--- src/rtl/fmul_share_ctrl.sv ---
// Time-shares one combinational FP multiplier between NUM_REQ requesters.
// Round-robin grant -> operand register -> product capture -> valid/ready response.
module fmul_share_ctrl #(
  parameter int NUM_REQ = 4,
  parameter int ID_W    = 2
) (
  input  logic                    clk,
  input  logic                    rst,
  input  logic [NUM_REQ-1:0]      req_valid,
  output logic [NUM_REQ-1:0]      req_ready,
  input  logic [32*NUM_REQ-1:0]   req_in1,
  input  logic [32*NUM_REQ-1:0]   req_in2,
  output logic [31:0]             mul_in1,
  output logic [31:0]             mul_in2,
  input  logic [31:0]             mul_result,
  output logic                    rsp_valid,
  input  logic                    rsp_ready,
  output logic [ID_W-1:0]         rsp_id,
  output logic [31:0]             rsp_data,
  output logic                    busy
);

  typedef enum logic [1:0] {IDLE, CALC, RESP} state_e;

  typedef struct packed {
    logic [ID_W-1:0] id;
    logic [31:0]     data;
  } rsp_t;

  logic [NUM_REQ-1:0][31:0] op_a, op_b;
  assign op_a = req_in1;
  assign op_b = req_in2;

  state_e          state_q, state_d;
  logic [ID_W-1:0] last_grant_q, last_grant_d;
  logic [ID_W-1:0] gnt_id_q, gnt_id_d;
  logic [31:0]     mul_in1_q, mul_in1_d;
  logic [31:0]     mul_in2_q, mul_in2_d;
  rsp_t            rsp_q, rsp_d;
  logic            rsp_valid_q, rsp_valid_d;

  // Rotate requests so bit 0 is the requester just after last_grant.
  logic [2*NUM_REQ-1:0] req_dbl;
  logic [NUM_REQ-1:0]   req_rot;
  logic [ID_W:0]        gnt_sum;
  logic [ID_W-1:0]      gnt_idx;
  logic                 gnt_found;
  logic                 window, take;

  always_comb begin
    req_dbl   = {req_valid, req_valid} >> ({1'b0, last_grant_q} + (ID_W+1)'(1));
    req_rot   = req_dbl[NUM_REQ-1:0];
    gnt_found = 1'b0;
    gnt_sum   = '0;
    for (int k = 0; k < NUM_REQ; k++) begin
      if (!gnt_found && req_rot[k]) begin
        gnt_found = 1'b1;
        gnt_sum   = {1'b0, last_grant_q} + (ID_W+1)'(k + 1);
      end
    end
    if (gnt_sum >= (ID_W+1)'(NUM_REQ)) gnt_sum = gnt_sum - (ID_W+1)'(NUM_REQ);
    gnt_idx = gnt_sum[ID_W-1:0];
  end

  assign window = (state_q == IDLE) || ((state_q == RESP) && rsp_ready);
  assign take   = window && gnt_found && !rst;

  for (genvar i = 0; i < NUM_REQ; i++) begin : g_ready
    assign req_ready[i] = take && (gnt_idx == ID_W'(i));
  end

  always_comb begin
    state_d      = state_q;
    last_grant_d = last_grant_q;
    gnt_id_d     = gnt_id_q;
    mul_in1_d    = mul_in1_q;
    mul_in2_d    = mul_in2_q;
    rsp_d        = rsp_q;
    rsp_valid_d  = rsp_valid_q;
    unique case (state_q)
      IDLE: begin
        if (take) begin
          mul_in1_d    = op_a[gnt_idx];
          mul_in2_d    = op_b[gnt_idx];
          gnt_id_d     = gnt_idx;
          last_grant_d = gnt_idx;
          state_d      = CALC;
        end
      end
      CALC: begin
        rsp_d       = '{id: gnt_id_q, data: mul_result};
        rsp_valid_d = 1'b1;
        state_d     = RESP;
      end
      RESP: begin
        if (rsp_ready) begin
          rsp_valid_d = 1'b0;
          state_d     = IDLE;
          // Grant in the same cycle the response drains: no IDLE bubble.
          if (take) begin
            mul_in1_d    = op_a[gnt_idx];
            mul_in2_d    = op_b[gnt_idx];
            gnt_id_d     = gnt_idx;
            last_grant_d = gnt_idx;
            state_d      = CALC;
          end
        end
      end
      default: state_d = IDLE;
    endcase
  end

  always_ff @(posedge clk or posedge rst) begin
    if (rst) begin
      state_q      <= IDLE;
      last_grant_q <= ID_W'(NUM_REQ - 1);
      gnt_id_q     <= '0;
      mul_in1_q    <= '0;
      mul_in2_q    <= '0;
      rsp_q        <= '0;
      rsp_valid_q  <= 1'b0;
    end else begin
      state_q      <= state_d;
      last_grant_q <= last_grant_d;
      gnt_id_q     <= gnt_id_d;
      mul_in1_q    <= mul_in1_d;
      mul_in2_q    <= mul_in2_d;
      rsp_q        <= rsp_d;
      rsp_valid_q  <= rsp_valid_d;
    end
  end

  assign mul_in1   = mul_in1_q;
  assign mul_in2   = mul_in2_q;
  assign rsp_valid = rsp_valid_q;
  assign rsp_id    = rsp_q.id;
  assign rsp_data  = rsp_q.data;
  assign busy      = (state_q != IDLE);

endmodule

--- config.mk ---
export PLATFORM = sky130hd
export DESIGN_NAME = fmul_share_ctrl
export DESIGN_NICKNAME = d
export VERILOG_FILES = /design/src/rtl/fmul_share_ctrl.sv
export SDC_FILE = /design/constraint.sdc
export NUM_CORES = 1
export LEC_CHECK = 0
export ABC_CLOCK_PERIOD_IN_PS = 3610
export CAP_MARGIN = 20
export CORE_AREA = 4 4 155 157
export DETAILED_ROUTE_END_ITERATION = 7
export DIE_AREA = 0 0 159 161
export PLACE_DENSITY_LB_ADDON = 0.08
export SYNTH_ARGS = -nofsm -noshare
export SYNTH_HDL_FRONTEND = slang
export SYNTH_SLANG_ARGS = --single-unit
--- constraint.sdc ---
create_clock -name clk -period 3.61 [get_ports clk]
set_input_delay 1.083 -clock clk [delete_from_list [all_inputs] [get_ports clk]]
set_output_delay 1.083 -clock clk [all_outputs]
set_load 0.03 [all_outputs]
==> results.toml <==
[run_status]
status = "finished clean"

[clock_network]
cts.sinks = 105
cts_tree = "yes"
clk_latency_ps = 360
numCtsBuffers = 9
clockBufferDepth = 2
clk_pin_slew_ps = 80
clock-root-buffer = "clkbuf_16"
htree_levels = 3

[floorplan]
core_sq_um = 22500
die_h_um = 161
ios = 399
dieArea_sq_um = 25600
rows = 55
die_w_um = 159
start_util_pct = 25.9

[route]
wirelength_um = 28100
postRouteAntennaNets = 0
vias_per_cell = 5.21
drc = 0
drt-wirelength-per-cell_um = 22.4
drt_iter0_markers = 305
vias = 6534
firstDrtPassIters = 5

[critical_path]
slowest_stage = "clkdlybuf4s50_1"
crit_path_end = "req_ready[3]"
ff2ff_setup_slack_ps = 1210
crit_chain = "clkdlybuf4s50_1, nor3_1, buf_4, o41ai_4, nor3_2, buf_4"
endpoint_kind = "primary output"
startpoint = "rst"
worstReg2RegEnd = "mul_in2[21]$_DFFE_PP0P_"
path_class = "input port to primary output"
crit_path_start_kind = "input port"
max_stage_delay_ps = 450
worst_path_most_repeated_cell = "buf_4"
r2r_start = "last_grant_q[1]$_DFFE_PP1P_"
required_ps = 2530
path_max_fanout = 6
worstRegToRegCells = 6
arrival_ps = 2380

[global_routing]
grt_usage_pct = 20.8
grt_pass1_wl_um = 41600
grt_pass1_vias = 6637
antenna_found_initial = 2
grt_max_degree = 68
grt-ovfl-total = 0

[synth]
ys_ff_latch = 105
synthFlopType = "dfrtp_1"
yosysMostFrequentCell = "dfrtp_1"
synth-edff-count = 0
yosysTopAreaCell = "dfrtp_1"
synthTopCellsByArea = "dfrtp_1 44%, a221o_1 11%, o22a_1 9.8%, mux2_2 6.6%, a21oi_1 6.1%"
ys_seq_area_share_pct = 45.2
synth_cell_types = 36
syn-cell-area_sq_um = 5820
yosysWarnings = 0
syn_area_per_cell_sq_um = 9.94
synthTopCellsByCount = "103 x dfrtp_1, 71 x a21oi_1, 66 x o21ai_0, 65 x o22a_1"
ys_async_sr_fraction_pct = 100
synth_cells = 586
synth_top_area_share_pct = 44.3
syn_nets = 881

[place]
gp_congestion = 0.820
place_area_sq_um = 10200
port-buffer-count = 398
hpwl_um = 19600
place_ws_ps = -34.1

[sta]
finalCritPeriodShare_pct = 96.1
finalHoldViolCount = 0
finClkSkew_ps = 8.42
holdWs_ps = 483
drv_slew = 0
worst_pin_slew_ps = 1080
rsz0062_at_grt = "false"
fmax_ghz = 0.288
post-route-min-period_ps = 3470
finalSetupViolCount = 0
worst_slack_ps = 142
slew_headroom_pct = 27.6

[flow_run]
max_cap_viol_count = 0

[pwr]
p_switching_uw = 3330
seqPwrFrac_pct = 26.8
p_leak_uw = 0.00404
ir_drop_mv = 0.320
power_frac_comb_pct = 59.0
clkPwrFrac_pct = 14.2
p_int_uw = 4190
power.density_nw_per_um2 = 715
fin_total_pwr_uw = 7520
sw_frac_of_total_pct = 44.3

[final_layout]
nNetsFinal = 1256
area_growth_syn_to_layout_pct = 80.6
design_area_sq_um = 10500
final_layout_size_suffix_gt1_share_pct = 11.2
final_util_pct = 46.8

[hold_path]
hp-class = "flop to flop"
## critical path: cells and delay by family
| family | cells | cell delay, ps |
|---|---|---|
| AOI/OAI and AO/OA | 1 | 110 |
| and+or+nand+nor | 2 | 380 |
| buffers and inverters | 3 | 810 |
## power by group through the flow
stage          registers, uW  clock network [uW]  logic [uW]
4_1_cts                 2020                1130        4480
5_1_grt                 2080                1170        4690
2_1_floorplan           2990                   0        1490
3_3_place_gp            2020                   0        4480
3_5_place_dp            2030                   0        4470
6_report                2010                1070        4430
## layout make-up
cell class | count | area (sq um)
fill | 2205 | 12000
timing repair buffer | 433 | 4260
multi-input combinational | 407 | 2940
sequential | 105 | 2630
tap | 285 | 357
clock buffer | 9 | 225
clock inverter | 7 | 85.1
inverter | 5 | 22.5
antenna | 2 | 5.00
## state kept, by name, indices dropped and copies added, names as in the netlist
name          flops
gnt_id_q          2
last_grant_q      2
mul_in1          32
mul_in2          32
rsp_data         32
rsp_id            2
rsp_valid         1
state_q           2
## cell families after synthesis
family | Yosys count | share of synthesized area, %
flops | 105 | 45.2
buf+inv | 74 | 5.43
compound gates | 282 | 35.0
simple gates | 90 | 7.71
mux | 35 | 6.75
## layer usage
layer | routed length, um | share of wire (%) | GRT usage [%] | vias to the layer above
met2 | 13900 | 49 | 36.0 | 249
met1 | 11500 | 41 | 25.1 | 3184
met5 | 0 | 0 | 0 | -
met4 | 790 | 2.8 | 6.90 | 0
met3 | 1910 | 6.8 | 5.95 | 43
li1 | - | - | - | 3058
## stage by stage
step / setup TNS [ps] / cells
floorplan: -12.1 / 586
global placement: -29.8 / 1230
detailed placement: -49.8 / 1230
CTS: 0 / 1247
global route: 0 / 1253
finish: 0 / 1253
## repair_timing
action,CTS,global route
resized for setup,5,4
hold buffers,0,0
pin swaps,0,2
hold endpoints to repair,0,0
buffers inserted,1,3
cloned,0,1
endpoints found under the setup margin,2,3
## how the worst min path moves through the flow
stage | start | end | depth (start not counted)
final | gnt_id_q[1]$_DFFE_PP0P_ | gnt_id_q[1]$_DFFE_PP0P_ | 2
after global routing | rsp_data[31]$_DFFE_PP0P_ | rsp_data[31]$_DFFE_PP0P_ | 1
after CTS | gnt_id_q[1]$_DFFE_PP0P_ | gnt_id_q[1]$_DFFE_PP0P_ | 2
after detailed placement | gnt_id_q[1]$_DFFE_PP0P_ | gnt_id_q[1]$_DFFE_PP0P_ | 2
after global placement | gnt_id_q[1]$_DFFE_PP0P_ | gnt_id_q[1]$_DFFE_PP0P_ | 2
after floorplan | gnt_id_q[1]$_DFFE_PP0P_ | gnt_id_q[1]$_DFFE_PP0P_ | 2
## cells in the final DEF (no fill, tap or decap), types with 5 or more instances in the layout
cell type        Yosys  layout
nand2_1              7       5
a21oi_1             71      71
dfrtp_1            103     103
nand3_1             64      64
a221o_1             64      64
clkbuf_16            0       9
buf_4                3      36
nor2_1               6       5
mux2_2              34      34
o21ai_0             66      66
clkdlybuf4s50_1      0     389
o22a_1              65      65
No activity file was read; power rests on OpenSTA's default activity.
